===== config.mk =====
export PLATFORM = sky130hd
export DESIGN_NAME = ball_physics
export DESIGN_NICKNAME = d
export VERILOG_FILES = /design/src/rtl/ball_physics.sv
export SDC_FILE = /design/constraint.sdc
export NUM_CORES = 1
export LEC_CHECK = 0
export ABC_AREA = 1
export ABC_CLOCK_PERIOD_IN_PS = 6950
export BUFFER_PORTS_ARGS = -buffer_cell sky130_fd_sc_hd__buf_2
export CAP_MARGIN = 10
export CORE_ASPECT_RATIO = 0.9
export CORE_MARGIN = 2
export CORE_UTILIZATION = 55
export CTS_CLUSTER_SIZE = 12
export DETAILED_ROUTE_END_ITERATION = 16
export MAX_ROUTING_LAYER = met4
export PLACE_DENSITY_LB_ADDON = 0.2
export SKIP_CTS_REPAIR_TIMING = 1
export SLEW_MARGIN = 10
export SYNTH_ARGS = -nofsm -noshare
export SYNTH_HDL_FRONTEND = slang
export SYNTH_SLANG_ARGS = --single-unit

===== constraint.sdc =====
create_clock -name clk -period 6.95 [get_ports clk]
set_input_delay 0.3475 -clock clk [delete_from_list [all_inputs] [get_ports clk]]
set_output_delay 0.3475 -clock clk [all_outputs]
set_load 0.005 [all_outputs]

===== src/rtl/ball_physics.sv =====
// Volleyball ball motion engine: per-tick gravity, body hits, net/wall/ceiling bounces
// and ground-contact scoring. Positions are Q12.4 pixels, velocities are signed Q6.4.
`timescale 1ns/1ps
module ball_physics #(
  parameter int VBUF_W     = 320,
  parameter int GROUND_Y   = 220,
  parameter int NET_POS    = 160,
  parameter int NET_W      = 6,
  parameter int NET_TOP    = 160,
  parameter int BALL_W     = 20,
  parameter int BALL_H     = 20,
  parameter int PIKA_W     = 41,
  parameter int PIKA_H     = 42,
  parameter int TICK_DIV   = 1666667,
  parameter int GRAVITY    = 2,
  parameter int VY_MAX     = 96,
  parameter int HIT_VY     = 112,
  parameter int HIT_VX     = 48,
  parameter int SERVE_X_P  = 40,
  parameter int SERVE_X_N  = 260,
  parameter int SERVE_Y    = 40,
  parameter int HOLD_TICKS = 60
) (
  input  logic        clk,
  input  logic        reset,
  input  logic        serve_btn,
  input  logic [11:0] player_pos_x,
  input  logic [11:0] player_pos_y,
  input  logic [11:0] npc_pos_x,
  input  logic [11:0] npc_pos_y,
  output logic [11:0] ball_pos_x,
  output logic [11:0] ball_pos_y,
  output logic [1:0]  ball_state,
  output logic        point_player,
  output logic        point_npc
);

  typedef enum logic [1:0] {
    ST_SERVE  = 2'd0,
    ST_FLIGHT = 2'd1,
    ST_SCORED = 2'd2
  } state_t;

  typedef logic signed [16:0] q17_t;
  typedef logic signed [19:0] wide_t;
  typedef logic signed [9:0]  vel_t;

  localparam int TW = (TICK_DIV > 1) ? $clog2(TICK_DIV) : 1;
  localparam int HW = (HOLD_TICKS > 1) ? $clog2(HOLD_TICKS) : 1;
  localparam logic [TW-1:0] TICK_LAST = TW'(TICK_DIV - 1);
  localparam logic [HW-1:0] HOLD_LAST = HW'(HOLD_TICKS - 1);

  // Geometry in Q4 units; comparisons run 20 bits wide so parked bodies cannot overflow.
  localparam wide_t W_BW      = wide_t'(BALL_W * 16);
  localparam wide_t W_BH      = wide_t'(BALL_H * 16);
  localparam wide_t W_BW_HALF = wide_t'(BALL_W * 8);
  localparam wide_t W_PW      = wide_t'(PIKA_W * 16);
  localparam wide_t W_PH      = wide_t'(PIKA_H * 16);
  localparam wide_t W_PW_HALF = wide_t'(PIKA_W * 8);
  localparam wide_t W_GROUND  = wide_t'(GROUND_Y * 16);
  localparam wide_t W_NET_C   = wide_t'(NET_POS * 16);
  localparam wide_t W_NET_L   = wide_t'((NET_POS - NET_W / 2) * 16);
  localparam wide_t W_NET_R   = wide_t'((NET_POS + NET_W / 2) * 16);
  localparam wide_t W_NET_TOP = wide_t'(NET_TOP * 16);
  localparam wide_t W_X_MAX   = wide_t'((VBUF_W - BALL_W) * 16);

  localparam q17_t        Q_GRAV     = q17_t'(GRAVITY);
  localparam q17_t        Q_VY_MAX   = q17_t'(VY_MAX);
  localparam vel_t        V_HIT_VY   = vel_t'(HIT_VY);
  localparam vel_t        V_HIT_VX   = vel_t'(HIT_VX);
  localparam logic [15:0] P_SERVE_XP = 16'(SERVE_X_P * 16);
  localparam logic [15:0] P_SERVE_XN = 16'(SERVE_X_N * 16);
  localparam logic [15:0] P_SERVE_Y  = 16'(SERVE_Y * 16);

  state_t        state_q, state_d;
  logic          server_npc_q, server_npc_d;
  logic [15:0]   pos_x_q, pos_x_d, pos_y_q, pos_y_d;
  vel_t          vx_q, vx_d, vy_q, vy_d;
  logic [TW-1:0] tick_q;
  logic [HW-1:0] hold_q, hold_d;
  logic          point_player_q, point_player_d, point_npc_q, point_npc_d;
  logic          tick;

  q17_t  vy_sum, vy_nx, x_nx, y_nx, x_r, y_r;
  wide_t bx, by;
  vel_t  vx_r, vy_r;
  logic  ground, npc_wins, hit_player, hit_npc, net_hit;

  function automatic logic overlaps(input wide_t ax, input wide_t ay,
                                    input logic [11:0] px, input logic [11:0] py);
    wide_t qx, qy;
    qx = wide_t'({px, 4'b0000});
    qy = wide_t'({py, 4'b0000});
    return (ax < qx + W_PW) && (ax + W_BW > qx) && (ay < qy + W_PH) && (ay + W_BH > qy);
  endfunction

  function automatic vel_t hit_vx(input wide_t ax, input logic [11:0] px);
    wide_t qx;
    qx = wide_t'({px, 4'b0000});
    return (ax + W_BW_HALF >= qx + W_PW_HALF) ? V_HIT_VX : -V_HIT_VX;
  endfunction

  function automatic vel_t abs_vel(input vel_t v);
    return (v < 0) ? -v : v;
  endfunction

  assign tick = (tick_q == TICK_LAST);

  // One flight step: integrate, resolve ground/body/net in priority order, then walls.
  always_comb begin
    // NOTE: every combinational output gets a default first so no latch is inferred.
    vy_sum     = q17_t'(vy_q) + Q_GRAV;
    vy_nx      = (vy_sum > Q_VY_MAX) ? Q_VY_MAX : vy_sum;
    x_nx       = q17_t'({1'b0, pos_x_q}) + q17_t'(vx_q);
    y_nx       = q17_t'({1'b0, pos_y_q}) + vy_nx;
    bx         = wide_t'(x_nx);
    by         = wide_t'(y_nx);
    x_r        = x_nx;
    y_r        = y_nx;
    vx_r       = vx_q;
    vy_r       = vel_t'(vy_nx);
    ground     = 1'b0;
    npc_wins   = 1'b0;
    hit_player = (vy_nx >= 0) && overlaps(bx, by, player_pos_x, player_pos_y);
    hit_npc    = (vy_nx >= 0) && overlaps(bx, by, npc_pos_x, npc_pos_y);
    net_hit    = (bx < W_NET_R) && (bx + W_BW > W_NET_L) &&
                 (by < W_GROUND) && (by + W_BH > W_NET_TOP);

    if (by + W_BH >= W_GROUND) begin
      ground   = 1'b1;
      npc_wins = (bx + W_BW_HALF < W_NET_C);
      y_r      = q17_t'(W_GROUND - W_BH);
      vx_r     = '0;
      vy_r     = '0;
    end else if (hit_player) begin
      vy_r = -V_HIT_VY;
      vx_r = hit_vx(bx, player_pos_x);
    end else if (hit_npc) begin
      vy_r = -V_HIT_VY;
      vx_r = hit_vx(bx, npc_pos_x);
    end else if (net_hit) begin
      if (wide_t'(pos_y_q) + W_BH <= W_NET_TOP) begin
        y_r  = q17_t'(W_NET_TOP - W_BH);
        vy_r = -abs_vel(vel_t'(vy_nx));
      end else begin
        vx_r = -vx_q;
        x_r  = (wide_t'(pos_x_q) + W_BW_HALF < W_NET_C) ? q17_t'(W_NET_L - W_BW)
                                                         : q17_t'(W_NET_R);
      end
    end

    if (x_r < 0) begin
      x_r  = '0;
      vx_r = abs_vel(vx_r);
    end else if (wide_t'(x_r) > W_X_MAX) begin
      x_r  = q17_t'(W_X_MAX);
      vx_r = -abs_vel(vx_r);
    end
    if (y_r < 0) begin
      y_r  = '0;
      vy_r = abs_vel(vy_r);
    end
  end

  always_comb begin
    state_d        = state_q;
    server_npc_d   = server_npc_q;
    pos_x_d        = pos_x_q;
    pos_y_d        = pos_y_q;
    vx_d           = vx_q;
    vy_d           = vy_q;
    hold_d         = hold_q;
    point_player_d = 1'b0;
    point_npc_d    = 1'b0;
    if (tick) begin
      case (state_q)
        ST_SERVE: begin
          pos_x_d = server_npc_q ? P_SERVE_XN : P_SERVE_XP;
          pos_y_d = P_SERVE_Y;
          vx_d    = '0;
          vy_d    = '0;
          if (serve_btn) state_d = ST_FLIGHT;
        end
        ST_FLIGHT: begin
          pos_x_d = x_r[15:0];
          pos_y_d = y_r[15:0];
          vx_d    = vx_r;
          vy_d    = vy_r;
          if (ground) begin
            state_d        = ST_SCORED;
            hold_d         = '0;
            server_npc_d   = npc_wins;
            point_npc_d    = npc_wins;
            point_player_d = !npc_wins;
          end
        end
        ST_SCORED: begin
          if (hold_q == HOLD_LAST) begin
            state_d = ST_SERVE;
            hold_d  = '0;
            pos_x_d = server_npc_q ? P_SERVE_XN : P_SERVE_XP;
            pos_y_d = P_SERVE_Y;
            vx_d    = '0;
            vy_d    = '0;
          end else begin
            hold_d = hold_q + 1'b1;
          end
        end
        default: state_d = ST_SERVE;
      endcase
    end
  end

  // NOTE: state registers use non-blocking assignments so every flop samples pre-edge values.
  always_ff @(posedge clk) begin
    if (reset) begin
      state_q        <= ST_SERVE;
      server_npc_q   <= 1'b0;
      pos_x_q        <= P_SERVE_XP;
      pos_y_q        <= P_SERVE_Y;
      vx_q           <= '0;
      vy_q           <= '0;
      tick_q         <= '0;
      hold_q         <= '0;
      point_player_q <= 1'b0;
      point_npc_q    <= 1'b0;
    end else begin
      state_q        <= state_d;
      server_npc_q   <= server_npc_d;
      pos_x_q        <= pos_x_d;
      pos_y_q        <= pos_y_d;
      vx_q           <= vx_d;
      vy_q           <= vy_d;
      tick_q         <= tick ? '0 : tick_q + 1'b1;
      hold_q         <= hold_d;
      point_player_q <= point_player_d;
      point_npc_q    <= point_npc_d;
    end
  end

  assign ball_pos_x   = pos_x_q[15:4];
  assign ball_pos_y   = pos_y_q[15:4];
  assign ball_state   = state_q;
  assign point_player = point_player_q;
  assign point_npc    = point_npc_q;

endmodule

==> flow_summary.json <==
{
  "fin_worst_skew_ns": 0.01010,
  "port_buffers": 78,
  "core_um2": 23340,
  "start_util": 0.5606,
  "finalCritPeriodShare": 0.9241,
  "synth_edf_count": 0,
  "crit_top_cell": "nand2_1",
  "tightestPinTransition_ns": 0.9662,
  "drt_first_pass_iters": 6,
  "worstPathArrival_ns": 6.64,
  "h-tree-depth": 3,
  "cts_buffers": 9,
  "power_switching_mw": 0.3470,
  "ir_worst_vdd_uv": 116.7,
  "clk_pin_slew_ns": 0.07,
  "dieArea_um2": 25040,
  "setup_viol": 0,
  "synth_cell_types": 57,
  "groute.usage.overall": 0.3260,
  "hpwl_mm": 33.59,
  "grt.overflow.total": 0,
  "fin_tns_setup_ns": 0,
  "clkPwrFrac": 0.422,
  "n_antenna_cell": 0,
  "ys_warn_count": 0,
  "synthCells": 2166,
  "wl_mm": 40.65,
  "rrSetupSlack_ns": 0.53,
  "die_w_um": 166.6,
  "final_util": 0.6099,
  "max_stage_delay_ns": 0.38,
  "grt_pass1_vias": 12647,
  "wl_per_cell_um": 15.99,
  "cts_tree": "done",
  "final_nets": 2462,
  "hold_ws_ns": 0.4698,
  "vias": 14357,
  "num_rows": 53,
  "gp_congestion": 0.9985,
  "slowest_stage": "dfxtp_4",
  "drive_above_1_share": 0.1281,
  "drv_cap": 0,
  "hold_class": "reg -> reg",
  "ant_nets": 0,
  "clk_path_buf_depth": 2,
  "drc": 0,
  "drt_iter0_drc": 1427,
  "leakage_nw": 7.393,
  "p_per_area_nw_per_um2": 80.69,
  "die_y_um": 150.3,
  "fillers": 2333,
  "crit_required_ns": 7.17,
  "finalHoldViolations": 0,
  "end_kind": "flop",
  "clock_sinks": 84,
  "switching_share": 0.3020,
  "period_needed_ns": 6.423,
  "grt_start_max_net_pins": 52,
  "slew_violations": 0,
  "crit_type": "reg -> reg",
  "grt_antenna_before_repair": 0,
  "clk_latency_ns": 0.36,
  "vias_per_cell": 5.646,
  "synth_seq_area_share": 0.1285,
  "pwr-share-comb": 0.157,
  "syn_to_final_growth_pct": 8.807,
  "synth_flop_cell": "dfxtp_1",
  "max_freq_mhz": 155.7,
  "seqPwrFrac": 0.421,
  "synth_fp_nets": 2392,
  "grt_pass1_wl_mm": 64.36,
  "p_int_mw": 0.8018,
  "syn_area_um2": 13090,
  "layout_commonest_cell": "nand2_1",
  "avgSynthCellArea_um2": 6.041,
  "slew_headroom": 0.3542,
  "ioPinCount": 79,
  "root_buffer": "clkbuf_16",
  "synth_async_sr_flop_share": 0,
  "final_cell_mix": "nand2_1 (587), inv_1 (307), ha_1 (165), nand3_1 (157), nor2_1 (143)",
  "cp_max_fo": 7,
  "status": "finished, final reports clean",
  "startpoint_type": "flop",
  "synth_seq_cells": 84
}
==> cells in the mapped netlist (7+ instances only) <==
cell type / count / area [um^2]
nand2_1: 592 / 2222
inv_1: 308 / 1156
ha_1: 173 / 2165
nand3_1: 159 / 795.8
nor2_1: 155 / 581.8
a21oi_1: 142 / 710.7
dfxtp_1: 84 / 1682
o21ai_0: 84 / 420.4
xor2_1: 66 / 578.1
nand4_1: 60 / 375.4
nor3_1: 55 / 275.3
nand2_2: 35 / 219.0
buf_4: 25 / 187.7
inv_2: 21 / 78.83
nor2_2: 21 / 131.4
o211ai_1: 18 / 135.1
nand3b_1: 17 / 127.6
nand3_2: 14 / 140.1
clkbuf_1: 12 / 45.04
o21ai_1: 12 / 60.06
nand2_4: 8 / 90.09
nor2_4: 8 / 90.09
xnor2_1: 8 / 70.07
a211oi_1: 7 / 52.55
==> per-layer routing <==
layer / wire [um] / part of all wire / global-route usage
met5: 0 / 0 / -
met3: 3509 / 0.086 / 0.04837
met4: 669 / 0.016 / 0.07931
met1: 19210 / 0.47 / 0.4630
met2: 17270 / 0.42 / 0.4864
==> cells by family (layout without fill, tap and decap cells) <==
group                      count (synthesis)  count (layout)  synth area share
adders and majority gates                175             175            0.1685
DFF                                       84              84            0.1285
AOI/OAI and AO/OA                        298             298            0.1280
muxes                                      1               1         0.0007650
and+or+nand+nor                         1156            1156            0.4067
xor gates and xnor gates                  74              74           0.04953
buffers and inverters                    378             453            0.1180
==> area by class of cell <==
| class | count | area (um^2) | area share |
|---|---|---|---|
| inverter | 334 | 1261 | 0.08858 |
| clock buffer | 9 | 225.2 | 0.01582 |
| multi-input combinational | 1704 | 10040 | 0.7054 |
| clock inverter | 7 | 65.06 | 0.004570 |
| tap | 302 | 377.9 | 0.02654 |
| sequential | 84 | 1687 | 0.1185 |
| timing repair buffer | 103 | 578.1 | 0.04060 |
==> sequential cells by signal, indices dropped and copies added, names as in the netlist <==
signal and count:
tick_q 21, pos_x_q 16, pos_y_q 16, vx_q 10, vy_q 10, hold_q 6
ball_state 2, point_npc 1, point_player 1, server_npc_q 1
==> power groups by stage <==
| stage | clock (mW) | sequential [mW] | combinational, mW |
|---|---|---|---|
| after global placement | 0 | 0.495 | 0.172 |
| after CTS | 0.492 | 0.484 | 0.179 |
| after floorplan | 0 | 0.495 | 0.119 |
| after detailed placement | 0 | 0.495 | 0.178 |
| after global routing | 0.509 | 0.483 | 0.208 |
| final | 0.485 | 0.483 | 0.181 |
==> metrics by stage <==
step / worst slack [ns] / instances / total power, mW / area [um^2]
floorplan: 0.8762 / 2166 / 0.6141 / 13090
global placement: 0.3480 / 2524 / 0.6671 / 13730
detailed placement: 0.07679 / 2524 / 0.6725 / 13730
CTS: 0.005415 / 2540 / 1.155 / 14020
global route: -0.1059 / 2543 / 1.201 / 14240
finish: 0.5272 / 2543 / 1.149 / 14240
==> worst max-delay path: cells and delay by family (launching register included) <==
| family | cells | cell delay, ns |
|---|---|---|
| buffers and inverters | 4 | 0.38 |
| flip-flops | 1 | 0.38 |
| AND/OR/NAND/NOR | 36 | 3.18 |
| XOR/XNOR | 1 | 0.20 |
| multiplexers | 1 | 0.13 |
| AO/OA/AOI/OAI | 4 | 0.60 |
| adder cells (fa/ha/maj) | 6 | 1.44 |
==> final timing paths <==
kind / start / end / cells past startpoint
worst max-delay path: vy_q[1]$_SDFFE_PP0P_ / vx_q[8]$_SDFFE_PP0P_ / 52
worst min-delay path: tick_q[0]$_SDFF_PP0_ / tick_q[0]$_SDFF_PP0_ / 1
worst max register to register: vy_q[1]$_SDFFE_PP0P_ / vx_q[8]$_SDFFE_PP0P_ / 52
worst min register to register: tick_q[0]$_SDFF_PP0_ / tick_q[0]$_SDFF_PP0_ / 1
Power figures use the tool's default switching activity.
